===== config.mk =====
export PLATFORM = sky130hd
export DESIGN_NAME = key_expansion_ctrl
export DESIGN_NICKNAME = d
export VERILOG_FILES = /design/src/rtl/key_expansion_ctrl.sv
export SDC_FILE = /design/constraint.sdc
export NUM_CORES = 2
export LEC_CHECK = 0
export BUFFER_PORTS_ARGS = -buffer_cell sky130_fd_sc_hd__buf_2
export CAP_MARGIN = 40
export CORE_UTILIZATION = 54
export DETAILED_ROUTE_END_ITERATION = 8
export MAX_ROUTING_LAYER = met4
export PLACE_DENSITY = 0.73
export SETUP_SLACK_MARGIN = 0.02
export SYNTH_ARGS = -nofsm -noshare
export SYNTH_HDL_FRONTEND = slang
export SYNTH_SLANG_ARGS = --single-unit

===== constraint.sdc =====
create_clock -name clk -period 6.3 [get_ports clk]
set_clock_uncertainty 0.2 [all_clocks]
set_input_delay 1.575 -clock clk [delete_from_list [all_inputs] [get_ports clk]]
set_output_delay 1.575 -clock clk [all_outputs]
set_load 0.005 [all_outputs]

===== src/rtl/key_expansion_ctrl.sv =====
// rtl/key_expansion_ctrl.sv - iterative round-key schedule sequencer with registered read port
module key_expansion_ctrl #(
    parameter int GEN_LATENCY = 2,
    parameter int NUM_ROUNDS  = 10
) (
    input  logic         clk,
    input  logic         rst_n,
    input  logic         flush,
    input  logic         key_valid,
    output logic         key_ready,
    input  logic [127:0] key_in,
    output logic [3:0]   gen_round,
    output logic [127:0] gen_in_key,
    input  logic [127:0] gen_out_key,
    input  logic [3:0]   rk_rd_addr,
    output logic [127:0] rk_rd_data,
    output logic         keys_ready,
    output logic         busy
);
    localparam int CW = (GEN_LATENCY > 0) ? $clog2(GEN_LATENCY + 1) : 1;
    localparam logic [CW-1:0] CNT_DONE   = CW'(GEN_LATENCY);
    localparam logic [3:0]    LAST_ROUND = 4'(NUM_ROUNDS - 1);
    localparam logic [3:0]    MAX_ADDR   = 4'(NUM_ROUNDS);

    typedef enum logic {IDLE, WAIT} state_t;

    state_t        state;
    state_t        state_nxt;
    logic [CW-1:0] wait_cnt;
    logic [3:0]    round_cnt;
    logic [3:0]    round_nxt;
    logic [127:0]  rk_mem [NUM_ROUNDS+1];
    logic          accept;
    logic          capture;
    logic          last_capture;

    assign round_nxt = round_cnt + 4'd1;

    always_ff @(posedge clk or negedge rst_n) begin
        if (!rst_n) begin
            state <= IDLE;
        end else begin
            state <= state_nxt;
        end
    end

    // flush overrides both the key handshake and the generator capture
    always_comb begin
        state_nxt    = state;
        key_ready    = 1'b0;
        busy         = 1'b0;
        accept       = 1'b0;
        capture      = 1'b0;
        last_capture = 1'b0;
        case (state)
            IDLE: begin
                key_ready = 1'b1;
                accept    = key_valid && !flush;
                if (accept) begin
                    state_nxt = WAIT;
                end
            end
            WAIT: begin
                busy         = 1'b1;
                capture      = (wait_cnt == CNT_DONE) && !flush;
                last_capture = capture && (round_cnt == LAST_ROUND);
                if (flush || last_capture) begin
                    state_nxt = IDLE;
                end
            end
            default: state_nxt = IDLE;
        endcase
    end

    always_ff @(posedge clk or negedge rst_n) begin
        if (!rst_n) begin
            gen_round  <= '0;
            gen_in_key <= '0;
            rk_rd_data <= '0;
            keys_ready <= 1'b0;
            wait_cnt   <= '0;
            round_cnt  <= '0;
            for (int i = 0; i <= NUM_ROUNDS; i++) begin
                rk_mem[i] <= '0;
            end
        end else begin
            rk_rd_data <= (rk_rd_addr <= MAX_ADDR) ? rk_mem[rk_rd_addr] : '0;
            if (flush) begin
                keys_ready <= 1'b0;
                wait_cnt   <= '0;
                round_cnt  <= '0;
            end else if (accept) begin
                rk_mem[0]  <= key_in;
                gen_in_key <= key_in;
                gen_round  <= '0;
                round_cnt  <= '0;
                wait_cnt   <= '0;
                keys_ready <= 1'b0;
            end else if (capture) begin
                rk_mem[round_nxt] <= gen_out_key;
                wait_cnt          <= '0;
                if (last_capture) begin
                    keys_ready <= 1'b1;
                    round_cnt  <= '0;
                end else begin
                    // generator inputs stay fixed until the next capture
                    gen_in_key <= gen_out_key;
                    gen_round  <= round_nxt;
                    round_cnt  <= round_nxt;
                end
            end else if (state == WAIT) begin
                wait_cnt <= wait_cnt + 1'b1;
            end
        end
    end

endmodule


# Word level (Yosys, flattened, before mapping)
# Cells that the tools add are included.
[classes]
add_sub_neg = 2
multipliers = 0
div_mod_pow = 0
order_cmp = 4
n_eq_ne = 3
n_shift = 0
mux = 35
n_bitwise = 5
n_reduce_logical = 14
[ops]
columns = ["op", "n"]
rows = [
  ["1408-bit bitwise mux", 1],
  ["1408-bit two-way mux", 1],
  ["128-bit two-way mux", 8],
  ["128-bit binary-select mux with 4-bit select", 1],
  ["128-bit demux with 4-bit select", 1],
  ["4-bit two-way mux", 7],
  ["1-bit two-way mux", 11],
  ["5-bit >= comparator, second input constant", 2],
  ["4-bit inverter with 5-bit output", 2],
  ["2-bit two-way mux", 4],
  ["3-bit AND reduction", 2],
  ["3-bit nonzero test", 2],
  ["5-bit by 1-bit < comparator with 1-bit output, second input constant", 1],
  ["4-bit by 1-bit adder with 4-bit output, second input constant", 1],
  ["4-bit == test, second input constant", 1],
  ["4-bit <= comparator, second input constant", 1],
  ["1-bit logical AND", 4],
  ["2-bit AND reduction", 2],
  ["4-bit nonzero test", 1],
  ["1-bit inverter", 3],
  ["2-bit by 1-bit adder with 2-bit output, second input constant", 1],
  ["2-bit == test, second input constant", 1],
  ["2-bit != test, second input constant", 1],
  ["1-bit one-hot mux with 2 select lines", 1],
  ["3 further kinds", 3],
]
[totals]
reg_bits = 1676
latch_bits = 0
ramBits = 0
rom_bits = 0
input_bits = 264
out_inout_bits = 263
n_memories = 0

# Logic depth before layout (Yosys ltp)
[depth]
ltp_word = 9
depth_mapped = 9
ltp_nobuf = 6

# Least setup slack after synthesis
# OpenSTA, ideal clock, no wires.
[synth_path]
path_kind = "input port to flip-flop"
startpoint = "input port rk_rd_addr[0]"
endpoint = "register rk_rd_data[126]"
setup_ns = 0.133
arrival_time_ns = 2.922
t_required_ns = 5.967
path_slack_ns = 3.045
cell_stages = 6
path_buffers = 3
path_cell_list = "buf_2 buf_2 buf_2 mux4_2 o21ai_0 o21ai_0"
[synth_via]
elab_chain_cells = 5
elab_cells_between_ends = 6
[synth_rtl]
columns = ["element", "line", "rtl"]
rows = [
  ["start, declared", "15", "input logic [3:0] rk_rd_addr,"],
  ["4-bit inverter with 5-bit output (not written as such)", "87", "rk_rd_data <= (rk_rd_addr <= MAX_ADDR) ? rk_mem[rk_rd_addr] : '0;"],
  ["128-bit binary-select mux with 4-bit select", "87", ""],
  ["128-bit two-way mux (not written as such) (2 in series)", "87", ""],
  ["128-bit two-way mux *", "87", ""],
  ["end signal, assigned", "87", ""],
  ["end, declared", "16", "output logic [127:0] rk_rd_data,"],
]
# Mark *: on every way between the ends. The rest lies on a longest branch, timed or not. The select of a mux whose other input is x is not followed.
# A chain may end at the register's enable or synchronous reset.

# Worst setup path after layout
[layout_path]
startpoint = "input port rk_rd_addr[1]"
endpoint = "register rk_rd_data[111]"
# Same word-level chain as after synthesis.

==> out/summary.txt <==
YOSYS
-------------------------------------------------------------------------------------------------
Register area share after synthesis ................................................        56.1%
Synthesis warning total ............................................................            0
Fraction of synthesis flops using an asynchronous set or reset pin .................         100%
Flop and latch count out of synthesis ..............................................         1676
Count of flip-flops with a built-in enable after synthesis .........................            0
Area contributors post-synth ....................................................... sky130_fd_sc_hd__dfrtp_1 56%, sky130_fd_sc_hd__o2bb2ai_1 9.0%, sky130_fd_sc_hd__mux2i_1 4.6%, sky130_fd_sc_hd__mux4_2 3.9%, sky130_fd_sc_hd__mux2_2 3.5%
Post-Syn Instances .................................................................         5917
Proportion of netlist area held by the largest area contributor ....................        56.1%
Post-synthesis net count ...........................................................         6187
Cell accounting for the most synthesized area ...................................... sky130_fd_sc_hd__dfrtp_1
Average size of a mapped cell ......................................................     12.6 µm²
Area of the mapped netlist .........................................................    74800 µm²
Number of distinct library cell variants in the gate-level netlist after synthesis .           51
Main flop type after synthesis ..................................................... sky130_fd_sc_hd__dfrtp_1

FLOORPLANNING
-------------------------------------------------------------------------------------------------
Standard-cell row count ............................................................          136
I/O pin count ......................................................................          527
Core ar. ...........................................................................   137000 µm²
Initial cell density of the core ...................................................        54.4%
Horizontal die dimension ...........................................................       374 µm
Area enclosed by the die boundary ..................................................   140000 µm²
Die outline height .................................................................       374 µm

CLOCK NETWORK
-------------------------------------------------------------------------------------------------
Clock edge transition at the registers on the reported setup and hold paths ........      0.06 ns
Buffer levels on the longest clock path ............................................            3
# resized after CTS ................................................................            0
Root buffer cell ................................................................... sky130_fd_sc_hd__clkbuf_16
Htree depth ........................................................................            4
Clock Sink Count ...................................................................         1676
Hold-fix buffers, CTS ..............................................................            0
Post-CTS Setup Bufs ................................................................            0
Number of CTS-inserted buffers .....................................................          172
Worst-Skew Late Latency ............................................................      0.84 ns
Clock tree from TritonCTS ..........................................................         done

SETUP PATH
-------------------------------------------------------------------------------------------------
Worst setup path startpoint ........................................................ rk_rd_addr[1]
Kind of end point of the critical path .............................................         flop
Cell repeated most along the worst path ............................................ sky130_fd_sc_hd__buf_4
Crit-path leading delay family ..................................................... buffers and inverters
Data arrival time of the critical path .............................................      4.42 ns
Maximum net fanout on the critical path ............................................           92
Classification of the worst setup path ............................................. input port to flop
Maximum single-stage delay on the critical path ....................................      0.68 ns
Slowest library cell on the worst path ............................................. sky130_fd_sc_hd__buf_8
Combined buffer and inverter count along the critical path .........................            3
Beginning of the worst register-to-register path ................................... wait_cnt[0]$_DFFE_PN0P_
List of cells traversed by the critical path ....................................... buf_8, nand2_1, nand3_4, buf_4, buf_4, o21ai_0
Req. time, crit path ...............................................................      6.77 ns
Startpoint kind of the worst setup timing path .....................................   input port

RUN
-------------------------------------------------------------------------------------------------
# Max-Cap Violations ...............................................................            0

STA
-------------------------------------------------------------------------------------------------
Pin slew with the least headroom to its limit ......................................      1.26 ns
Final setup viols ..................................................................            0
Max-slew violation total from the final report .....................................            0
Relative slew slack ................................................................        16.1%
Unrepaired setup endpoints after global routing ....................................           no
Max Clk Rate .......................................................................      253 MHz
Sum Neg Setup Slack ................................................................         0 ns
Shortest period the worst path allows ..............................................      3.95 ns
Final worst path period share ......................................................        62.7%
Final-report hold violation count ..................................................            0

STATUS
-------------------------------------------------------------------------------------------------
Run status ......................................................................... finished clean

PLACE
-------------------------------------------------------------------------------------------------
Number of I/O port buffers .........................................................          526
Final RePlAce weighted congestion ..................................................        0.852
Final HPWL DP ......................................................................    128000 µm

GLOBAL ROUTING
-------------------------------------------------------------------------------------------------
First-pass GRT wire length .........................................................    355000 µm
Maximum number of pins on one net before global-route repair .......................          191
Number of global-route vias before repair ..........................................        56400
Tot GR Track Use ...................................................................        33.9%
Antenna violations before repair ...................................................           10
Sum of overflow across all layers after global routing .............................            0

FINISH
-------------------------------------------------------------------------------------------------
Count of nets after finishing ......................................................         6305
Utilization of the core after routing ..............................................        61.0%
Area growth from synthesis to final layout .........................................        12.2%
Most frequent cells in the layout .................................................. 1676 x sky130_fd_sc_hd__dfrtp_1, 769 x sky130_fd_sc_hd__o2bb2ai_1, 522 x sky130_fd_sc_hd__buf_2
Most common cell after layout, fill and taps aside ................................. sky130_fd_sc_hd__dfrtp_1
Fraction of final layout cells sized beyond drive strength 1 .......................        22.8%

POWER
-------------------------------------------------------------------------------------------------
Comb power frac ....................................................................         7.9%
Psw ................................................................................      5.86 mW
P_int ..............................................................................      17.9 mW
Standby leakage power ..............................................................      38.5 nW
Power density cells ................................................................   283 nW/µm²
Peak supply drop ...................................................................     0.209 mV
Switching fraction of total power ..................................................        24.7%
Seq pwr share ......................................................................        48.5%
Power share of the clock group .....................................................        43.6%

WORST HOLD PATH
-------------------------------------------------------------------------------------------------
Critical hold path startpoint ...................................................... rk_mem[517]$_DFFE_PN0P_
HP Class ........................................................................... flop to flop

DETAILED ROUTING
-------------------------------------------------------------------------------------------------
Drt total wl .......................................................................    231000 µm
DRT Pass-1 Iters ...................................................................            6
Average via count per standard cell ................................................         6.88
Detailed router's first-iteration violation count ..................................         5821
Avg WL per Cell ....................................................................      29.0 µm
Antenna Violating Nets Remaining ...................................................            0
Vias after detailed routing ........................................................        54800
Final routed DRC violation total ...................................................            0

[flip-flops by register name, indices dropped and copies added, names as in the netlist]
signal,cells
wait_cnt,2
round_cnt,4
gen_in_key,128
gen_round,4
rk_mem,1408
rk_rd_data,128
keys_ready,1
state,1
[metrics by stage]
step / hold WS (ns) / instance area [µm²] / std cells / setup slack [ns] / total power, mW
after floorplan: 0.251 / 74800 / 5917 / 3.05 / 12.6
after global placement: 0.266 / 78000 / 7647 / 1.68 / 13.5
after detailed placement: 0.268 / 78200 / 7655 / 1.64 / 13.6
after CTS: 0.283 / 83900 / 7959 / 2.53 / 23.8
after global routing: 0.293 / 83900 / 7967 / 2.34 / 24.5
final: 0.282 / 83900 / 7968 / 2.35 / 23.7
[worst register-to-register path, delay by kind of cell (launching register included)]
| family | cells | cell delay [ns] |
|---|---|---|
| AOI/OAI and AO/OA | 1 | 0.20 |
| adders and majority gates | 1 | 0.28 |
| buffers and inverters | 3 | 1.00 |
| DFF | 1 | 0.40 |
| muxes | 1 | 0.71 |
| and+or+nand+nor | 2 | 0.64 |
[synthesized netlist by cell type (all sizes together), types with 3 or more instances]
cell type / count
a22oi: 3
clkbuf: 344
buf: 347
inv: 7
a31oi: 44
a22o: 130
and2: 6
ha: 6
nand2: 396
mux2: 554
a221oi: 87
o221ai: 42
nor3: 131
nand3: 4
mux4: 128
dfrtp: 1676
a21oi: 133
a221o: 128
o2bb2ai: 769
nand2b: 3
nor2: 269
mux2i: 342
nor2b: 3
o22ai: 128
o21ai: 219
[worst paths after layout]
check                                       endpoint  slack, ns  cells after the start
max                        rk_rd_data[111]$_DFF_PN0_       2.35                      6
min                          rk_mem[517]$_DFFE_PN0P_       0.28                      1
max reg2reg                  rk_mem[153]$_DFFE_PN0P_       2.78                      8
min reg2reg                  rk_mem[517]$_DFFE_PN0P_       0.28                      1
max in group asynchronous     rk_mem[39]$_DFFE_PN0P_       3.91                      2
min in group asynchronous   rk_mem[1291]$_DFFE_PN0P_       0.51                      1
[per-layer routing]
layer	share of wire, %	GRT usage [%]
met1	41	46.0
met2	46	50.0
met3	9.3	7.72
met4	3.5	12.8
met5	0	-
[cell type report]
type	count	area (µm²)
multi-input combinational	3543	29800
tap	1794	2240
clock buffer	251	4920
inverter	7	28.8
clock inverter	53	764
fill	10600	53600
antenna	9	22.5
timing repair buffer	635	4160
sequential	1676	41900
[logic make-up after synthesis]
kind of cell | Yosys count | share of synthesized area (%)
AOI/OAI and AO/OA | 1691 | 17.7
xor gates and xnor gates | 1 | 0.0117
adders and majority gates | 6 | 0.100
buffers and inverters | 698 | 4.32
DFF | 1676 | 56.1
muxes | 1024 | 17.4
and+or+nand+nor | 821 | 4.46
[power groups by stage]
| stage | Sequential, mW | Combinational (mW) | Clock [mW] |
|---|---|---|---|
| after floorplan | 11.6 | 0.981 | 0 |
| after global placement | 11.7 | 1.84 | 0 |
| after detailed placement | 11.7 | 1.88 | 0 |
| after CTS | 11.5 | 1.89 | 10.5 |
| after global routing | 11.5 | 2.04 | 10.9 |
| final | 11.5 | 1.88 | 10.3 |
No activity file was read; power rests on OpenSTA's default activity.
